<file path="config.mk">
export PLATFORM = sky130hd
export DESIGN_NAME = dfr_batch_controller
export DESIGN_NICKNAME = d
export VERILOG_FILES = /design/src/rtl/dfr_ctrl_pkg.sv /design/src/rtl/dfr_stage_watchdog.sv /design/src/rtl/dfr_batch_controller.sv
export SDC_FILE = /design/constraint.sdc
export NUM_CORES = 1
export LEC_CHECK = 0
export ABC_AREA = 1
export ABC_CLOCK_PERIOD_IN_PS = 2800
export CORE_MARGIN = 2
export CORE_UTILIZATION = 50
export CTS_CLUSTER_SIZE = 40
export DETAILED_ROUTE_END_ITERATION = 8
export PLACE_DENSITY = 0.73
export SLEW_MARGIN = 20
export SYNTH_ARGS = -nofsm -noshare
export SYNTH_HDL_FRONTEND = slang
export SYNTH_HIERARCHICAL = 1
export SYNTH_SLANG_ARGS = --single-unit
export TNS_END_PERCENT = 100
</file>
<file path="constraint.sdc">
create_clock -name clk -period 2.8 [get_ports clk]
set_input_delay 0.42 -clock clk [delete_from_list [all_inputs] [get_ports clk]]
set_output_delay 0.42 -clock clk [all_outputs]
set_load 0.01 [all_outputs]
</file>
<file path="src/rtl/dfr_ctrl_pkg.sv">
// Shared encodings for the DFR batch controller: FSM states, run modes, error codes.
// Latency: n/a (constants only).
// Backpressure: n/a (constants only).
package dfr_ctrl_pkg;

  // FSM state encoding, kept as plain constants for legacy tools.
  localparam logic [2:0] ST_IDLE     = 3'd0;
  localparam logic [2:0] ST_INIT     = 3'd1;
  localparam logic [2:0] ST_RES_RUN  = 3'd2;
  localparam logic [2:0] ST_MM_START = 3'd3;
  localparam logic [2:0] ST_MM_RUN   = 3'd4;
  localparam logic [2:0] ST_NEXT     = 3'd5;
  localparam logic [2:0] ST_DONE     = 3'd6;

  typedef enum logic [1:0] {
    MODE_FULL         = 2'b00,
    MODE_RES_ONLY     = 2'b01,
    MODE_READOUT_ONLY = 2'b10,
    MODE_RESERVED     = 2'b11
  } mode_e;

  localparam logic [1:0] ERR_NONE     = 2'b00;
  localparam logic [1:0] ERR_RES_TMO  = 2'b01;
  localparam logic [1:0] ERR_MM_TMO   = 2'b10;
  localparam logic [1:0] ERR_BAD_MODE = 2'b11;

endpackage

</file>
<file path="src/rtl/dfr_stage_watchdog.sv">
// Per-stage busy handshake tracker and timeout watchdog for one engine at a time.
// Latency: complete/timeout are combinational on busy and the registered count/seen.
// Backpressure: none; clear has priority over enable.
// Ports: clk, rst_n; clear (reset count/seen), enable (stage active), busy (muxed engine busy);
//        seen (busy observed high this stage), complete (seen and busy low), timeout.
module dfr_stage_watchdog #(
  parameter int TIMEOUT_CYCLES = 65535,
  parameter int TMO_W          = $clog2(TIMEOUT_CYCLES + 1)
) (
  input  logic clk,
  input  logic rst_n,
  input  logic clear,
  input  logic enable,
  input  logic busy,
  output logic seen,
  output logic complete,
  output logic timeout
);

  localparam logic [TMO_W-1:0] TMO_MAX = TMO_W'(TIMEOUT_CYCLES);

  logic [TMO_W-1:0] cnt_q, cnt_d, cnt_inc;
  logic             seen_q, seen_d;

  // Saturating: the counter parks at TIMEOUT_CYCLES and never wraps.
  assign cnt_inc = (cnt_q == TMO_MAX) ? cnt_q : cnt_q + TMO_W'(1);

  always_comb begin
    cnt_d  = cnt_q;
    seen_d = seen_q;
    if (clear) begin
      cnt_d  = '0;
      seen_d = 1'b0;
    end else if (enable) begin
      cnt_d = cnt_inc;
      if (busy) seen_d = 1'b1;
    end
  end

  always_ff @(posedge clk or negedge rst_n) begin
    if (!rst_n) begin
      cnt_q  <= '0;
      seen_q <= 1'b0;
    end else begin
      cnt_q  <= cnt_d;
      seen_q <= seen_d;
    end
  end

  assign seen     = seen_q;
  assign complete = enable && seen_q && !busy;
  // The count reaches TIMEOUT_CYCLES at the end of this cycle, so the stage
  // has occupied exactly TIMEOUT_CYCLES cycles when this fires.
  assign timeout  = enable && (cnt_inc == TMO_MAX);

endmodule

</file>
<file path="src/rtl/dfr_batch_controller.sv">
// Sequences a batch of samples through the reservoir and matrix-multiply engines.
// Latency: start -> INIT next cycle, first stage the cycle after; Moore outputs except abort resets.
// Backpressure: start ignored outside IDLE; abort returns to IDLE next edge from any active state.
// Ports: clk, rst_n; start/abort/mode/num_samples from registers; engine busy inputs;
//        engine reset/enable/start outputs; busy, sample_idx, dfr_done, error, error_code.
module dfr_batch_controller
  import dfr_ctrl_pkg::*;
#(
  parameter int SAMPLE_W       = 16,
  parameter int TIMEOUT_CYCLES = 65535,
  parameter int TMO_W          = $clog2(TIMEOUT_CYCLES + 1)
) (
  input  logic                clk,
  input  logic                rst_n,
  input  logic                start,
  input  logic                abort,
  input  logic [1:0]          mode,
  input  logic [SAMPLE_W-1:0] num_samples,
  input  logic                reservoir_busy,
  input  logic                matrix_multiply_busy,
  output logic                busy,
  output logic                reservoir_rst,
  output logic                matrix_multiply_rst,
  output logic                reservoir_en,
  output logic                reservoir_history_en,
  output logic                matrix_multiply_start,
  output logic [SAMPLE_W-1:0] sample_idx,
  output logic                dfr_done,
  output logic                error,
  output logic [1:0]          error_code
);

  logic [2:0]          state_q, state_d;
  logic [1:0]          mode_q, mode_d;
  logic [SAMPLE_W-1:0] num_q, num_d;
  logic [SAMPLE_W-1:0] idx_q, idx_d;
  logic [1:0]          code_q, code_d;

  logic in_stage, abort_hit, stage_busy;
  logic wd_seen, wd_complete, wd_timeout, stage_done;

  assign in_stage   = (state_q == ST_RES_RUN) || (state_q == ST_MM_RUN);
  assign abort_hit  = abort && (state_q != ST_IDLE);
  assign stage_busy = (state_q == ST_MM_RUN) ? matrix_multiply_busy : reservoir_busy;

  // Stages are only ever entered from a non-stage state, so holding the
  // watchdog clear outside the stages clears it on every stage entry.
  dfr_stage_watchdog #(
    .TIMEOUT_CYCLES (TIMEOUT_CYCLES),
    .TMO_W          (TMO_W)
  ) u_watchdog (
    .clk      (clk),
    .rst_n    (rst_n),
    .clear    (!in_stage),
    .enable   (in_stage),
    .busy     (stage_busy),
    .seen     (wd_seen),
    .complete (wd_complete),
    .timeout  (wd_timeout)
  );

  assign stage_done = wd_seen && wd_complete;

  always_comb begin
    state_d = state_q;
    mode_d  = mode_q;
    num_d   = num_q;
    idx_d   = idx_q;
    code_d  = code_q;
    case (state_q)
      ST_IDLE: begin
        if (start) begin
          mode_d = mode;
          num_d  = num_samples;
          idx_d  = '0;
          if (mode == MODE_RESERVED) begin
            code_d = ERR_BAD_MODE;
          end else begin
            code_d  = ERR_NONE;
            state_d = ST_INIT;
          end
        end
      end
      ST_INIT: begin
        if (num_q == '0)                      state_d = ST_DONE;
        else if (mode_q == MODE_READOUT_ONLY) state_d = ST_MM_START;
        else                                  state_d = ST_RES_RUN;
      end
      ST_RES_RUN: begin
        if (wd_timeout) begin
          state_d = ST_IDLE;
          code_d  = ERR_RES_TMO;
        end else if (stage_done) begin
          state_d = (mode_q == MODE_FULL) ? ST_MM_START : ST_NEXT;
        end
      end
      ST_MM_START: state_d = ST_MM_RUN;
      ST_MM_RUN: begin
        if (wd_timeout) begin
          state_d = ST_IDLE;
          code_d  = ERR_MM_TMO;
        end else if (stage_done) begin
          state_d = ST_NEXT;
        end
      end
      ST_NEXT: begin
        // Compare before incrementing so the last index of a full-range batch never wraps.
        if (idx_q == num_q - SAMPLE_W'(1)) begin
          state_d = ST_DONE;
        end else begin
          idx_d   = idx_q + SAMPLE_W'(1);
          state_d = (mode_q == MODE_READOUT_ONLY) ? ST_MM_START : ST_RES_RUN;
        end
      end
      ST_DONE: state_d = ST_IDLE;
      default: state_d = ST_IDLE;
    endcase
    // Abort beats timeout and completion: error and index are left untouched.
    if (abort_hit) begin
      state_d = ST_IDLE;
      code_d  = code_q;
      idx_d   = idx_q;
    end
  end

  always_ff @(posedge clk or negedge rst_n) begin
    if (!rst_n) begin
      state_q <= ST_IDLE;
      mode_q  <= '0;
      num_q   <= '0;
      idx_q   <= '0;
      code_q  <= ERR_NONE;
    end else begin
      state_q <= state_d;
      mode_q  <= mode_d;
      num_q   <= num_d;
      idx_q   <= idx_d;
      code_q  <= code_d;
    end
  end

  assign busy                  = (state_q != ST_IDLE);
  assign reservoir_rst         = (state_q == ST_INIT) || abort_hit;
  assign matrix_multiply_rst   = (state_q == ST_INIT) || abort_hit;
  assign reservoir_en          = (state_q == ST_RES_RUN);
  assign reservoir_history_en  = (state_q == ST_RES_RUN);
  assign matrix_multiply_start = (state_q == ST_MM_START);
  assign dfr_done              = (state_q == ST_DONE);
  assign sample_idx            = idx_q;
  assign error_code            = code_q;
  assign error                 = (code_q != ERR_NONE);

endmodule
</file>
==> summary.md, run 1 <==
| Metric | Value |
|---|---|
| Critical R2R Launch | u_watchdog/cnt_q[1]$_DFFE_PN0P_ |
| Clock transition at the register clock pins on the worst setup and hold paths after CTS | about 0.1 ns |
| Final cycle utilization of the critical path | 90.56% |
| Critical path start-end classification | reg2reg |
| Worst IR drop on VDD | ~0.55 mV |
| Data required time at the worst endpoint | 3.04 ns |
| Number of antenna violations at the first check in global routing | 0 |
| Post-Route Setup TNS | 0 ns |
| Top cell type's share of synthesized area | 34.19% |
| Cell type with the highest aggregate area in the netlist | dfrtp_1 |
| Vias in the first global route | 3625 |
| Detailed Route Iter0 Violations | 243 |
| Pin count of the biggest net entering global routing | 33 |
| Effective utilization at floorplan | 50.65% |
| Layout-stage area growth over the synthesis result | 17.37% |
| Share of the synthesized area in compound gates (AO/OA/AOI/OAI) | 9.493% |
| Final worst path period need | 2.536 ns |
| Worst hold path class | in2async |
| Number of failing hold endpoints at the final stage | 0 |
| Syn nets | 606 |
| Number of cells on the worst reg-to-reg path | 17 |
| Yosys Warn Count | 6 |
| Largest cells by area after synthesis | dfrtp_1 34%, nand2_1 15%, nand3_1 6.3% |
| Number of flip-flops and latches in the synthesized netlist | 56 |
| Global routing met2 resource utilization | 39.05% |
| Top library cells by usage in the layout, fill and taps aside | 164 x nand2_1, 69 x inv_1, 62 x nor2_1, 56 x dfrtp_1, 52 x nand3_1 |
| Congestion Overflow GR | 0 |
| Leakage power | 2.265 nW |
| Mux cell area share after synthesis | 1.374% |
| Sequential cell area fraction in the yosys report | 34.19% |
| Vias per cell | 5.266 |
| Reg-to-reg setup timing slack | 0.26 ns |
| H-tree lvl count | 2 |
| Slew headroom | 71.78% |
| First-pass detailed-route iteration total | 5 |
| Combinational family with the most area after synthesis | simple AND/OR/NAND/NOR gates |
| Critical path capture point type | flop |
| Mapped Avg Cell Area | 7.079 um2 |
| Via count of the routed design | 3876 |
| Crit path launch | u_watchdog/cnt_q[1]$_DFFE_PN0P_ |
| Critical path capture point | state_q[2]$_DFFE_PN0P_ |
| Finish-stage setup viols | 0 |
| Final wirelength | 10210 um |
| Final layout net count | 657 |
| Max FO, Critical Path | 10 |
| Area of the core | approximately 8100 um2 |
| Routing usage on met1 | 35.48% |
| Worst-case clock skew | around 0.010 ns |
| Post-Syn Area | 4099 um2 |
| Antenna-violating nets left | 0 |
| Count of inserted antenna diode cells | 0 |
| Largest buffer count on any clock path | 2 |
| CP arrival | 2.78 ns |
| Number of enable-type register cells in the synthesized netlist | 0 |
| Global-route usage over all layers | 24.44% |
| CTS root buffer | clkbuf_8 |
| Final Slew Violations | 0 |
| Die height | 94.54 um |
| Run status | finished clean |
| Synthesized-area fraction occupied by adder cells | 0.9158% |
| Clock latency on the worst-skew pair | approximately 0.31 ns |
| Worst Hold Slack | 0.4704 ns |
| Average wire per cell in the routed design | ~14 um |
| Maximum operating frequency | 394.4 MHz |
| Most instantiated flip-flop cell in the synthesis netlist | dfrtp_1 |
| Most frequent standard cell in the layout excluding fill and tap cells | nand2_1 |
| Power density over the cells | 604.5 nW/um2 |
| Die width | 94.54 um |
| Global-route wire length before repair | 17290 um |
| Half-perimeter wire length of the detailed placement result | 7984 um |
| Simple-gate share of the synthesized area | between 40% and 50% |
| Share of flip-flops with an asynchronous set or reset after synthesis | 100.0% |
| Busiest metal layer after global routing | met2 |
| Startpoint type of the worst setup path | flop |
| I/O pin total | 50 |
| DIE AREA | 8938 um2 |
| Clock sink total | 56 |
| Number of buffers inserted during clock tree synthesis | 5 |
| Total of max-cap violations | 0 |
| Site row count | 33 |
| Met3 routing resource usage after global routing | 3.272% |
| Transition time of the tightest slew-check pin | between 0.4 and 0.5 ns |
| PortBufs | 49 |
| Syn Inst Count | 579 |
| Summed area of non-filler cells in the final layout | 4811 um2 |
| TritonCTS clock tree | yes |
| XOR/XNOR Fraction of Synth Area | 5.281% |
| Crit Reg-Reg Endpoint | state_q[2]$_DFFE_PN0P_ |
| Power Total | just under 3 mW |
| Remaining routing DRC violations | 0 |
| Library cells used by synthesis | 40 |
| GPL Wtd Cong | 0.8949 |
| Layout cell share with drive strength beyond 1 | 12.52% |
| Placement-stage cell area | 4676 um2 |
==> sequential cells by signal (all words and copies together) (netlist names) <==
register and cells:
sample_idx 16, error_code 2, mode_q 2, u_watchdog/cnt_q 16, state_q 3, u_watchdog/seen 1
num_q 16
==> per-layer routing <==
layer / wire length [um] / part of all wire [%]
met5: 0 / 0
met3: 566 / 5.5
met1: 4943 / 48
met2: 4581 / 45
met4: 118 / 1.2
==> kinds of logic (layout without fill, tap and decap cells) <==
family          Yosys count  in the layout
fa+ha+maj                 3              3
flops                    56             56
compound gates           64             64
mux                       5              5
buf+inv                  82            134
simple gates            346            346
xor+xnor                 23             23
==> power breakdown <==
part           leakage (nW)  total, mW  switching, mW  internal (mW)
clock network        0.0516      0.471          0.268          0.203
logic                  1.49       1.29          0.806          0.489
registers             0.726       1.14          0.173          0.969
total                  2.27       2.91           1.25           1.66
==> worst max-delay path, cell delays in order, from the launching register on <==
cell     delay, ns
dfrtp_1       0.40
ha_2          0.22
nand2_2       0.10
nor2_8        0.21
nand4_4       0.19
o21ai_1       0.17
nand2_1       0.07
nor2_1        0.11
nand2_1       0.10
nor2_4        0.15
or2_2         0.13
inv_1         0.06
a31o_2        0.20
inv_1         0.08
nand3_1       0.09
inv_1         0.08
nand2_1       0.05
o21ai_0       0.06
==> final cells by class <==
type,count,area (um2)
clock inverters,2,13.76
fillers,775,3282
repair buffers,56,540.5
clock buffers,6,82.58
inverters,70,262.8
well taps,105,131.4
flip-flops and latches,56,1401
multi-input cells,441,2379
==> what timing repair did <==
item,in CTS,in global routing
hold buffers,1,0
hold endpoints to repair,7,0
resized for setup,0,5
setup buffers,0,1
setup endpoints to repair,0,3
==> how the worst min path moves through the flow <==
stage,start,to,slack (ns)
floorplan,rst_n,error_code[0]$_DFFE_PN0P_,0.12
global placement,rst_n,u_watchdog/cnt_q[14]$_DFFE_PN0P_,0.27
detailed placement,rst_n,u_watchdog/cnt_q[11]$_DFFE_PN0P_,0.28
CTS,rst_n,u_watchdog/cnt_q[14]$_DFFE_PN0P_,0.46
global route,rst_n,u_watchdog/cnt_q[14]$_DFFE_PN0P_,0.48
finish,rst_n,u_watchdog/cnt_q[14]$_DFFE_PN0P_,0.47
==> cells in the mapped netlist, drive strengths merged, types with 5 or more instances <==
cell type  instances
a21oi             17
buf                9
dfrtp             56
inv               70
mux2               5
nand2            180
nand3             55
nand4             13
nor2              77
nor3               7
o21ai             41
or2                7
xor2              21
==> metrics by stage <==
stage	std cells	setup slack (ns)	util, %
floorplan	579	0.5619	-
global placement	726	0.2571	57.78
detailed placement	726	0.1890	57.78
CTS	735	0.1709	59.09
global route	736	-0.0008000	59.45
finish	736	0.2644	59.45
Note: power is estimated with default switching activity, not from simulation.
==> run 2: changes to the inputs <==
--- a/constraint.sdc
+++ b/constraint.sdc
@@ -3,2 +3,2 @@
 set_output_delay 0.42 -clock clk [all_outputs]
-set_load 0.01 [all_outputs]
+set_load 0.005 [all_outputs]
==> results of run 2 <==
Same layout as run 1 (identical final DEF). Status: finished clean.
Among the figures that moved: total power 2.908 mW -> 2.884 mW; worst IR drop on VDD 0.5480 mV -> 0.5321 mV
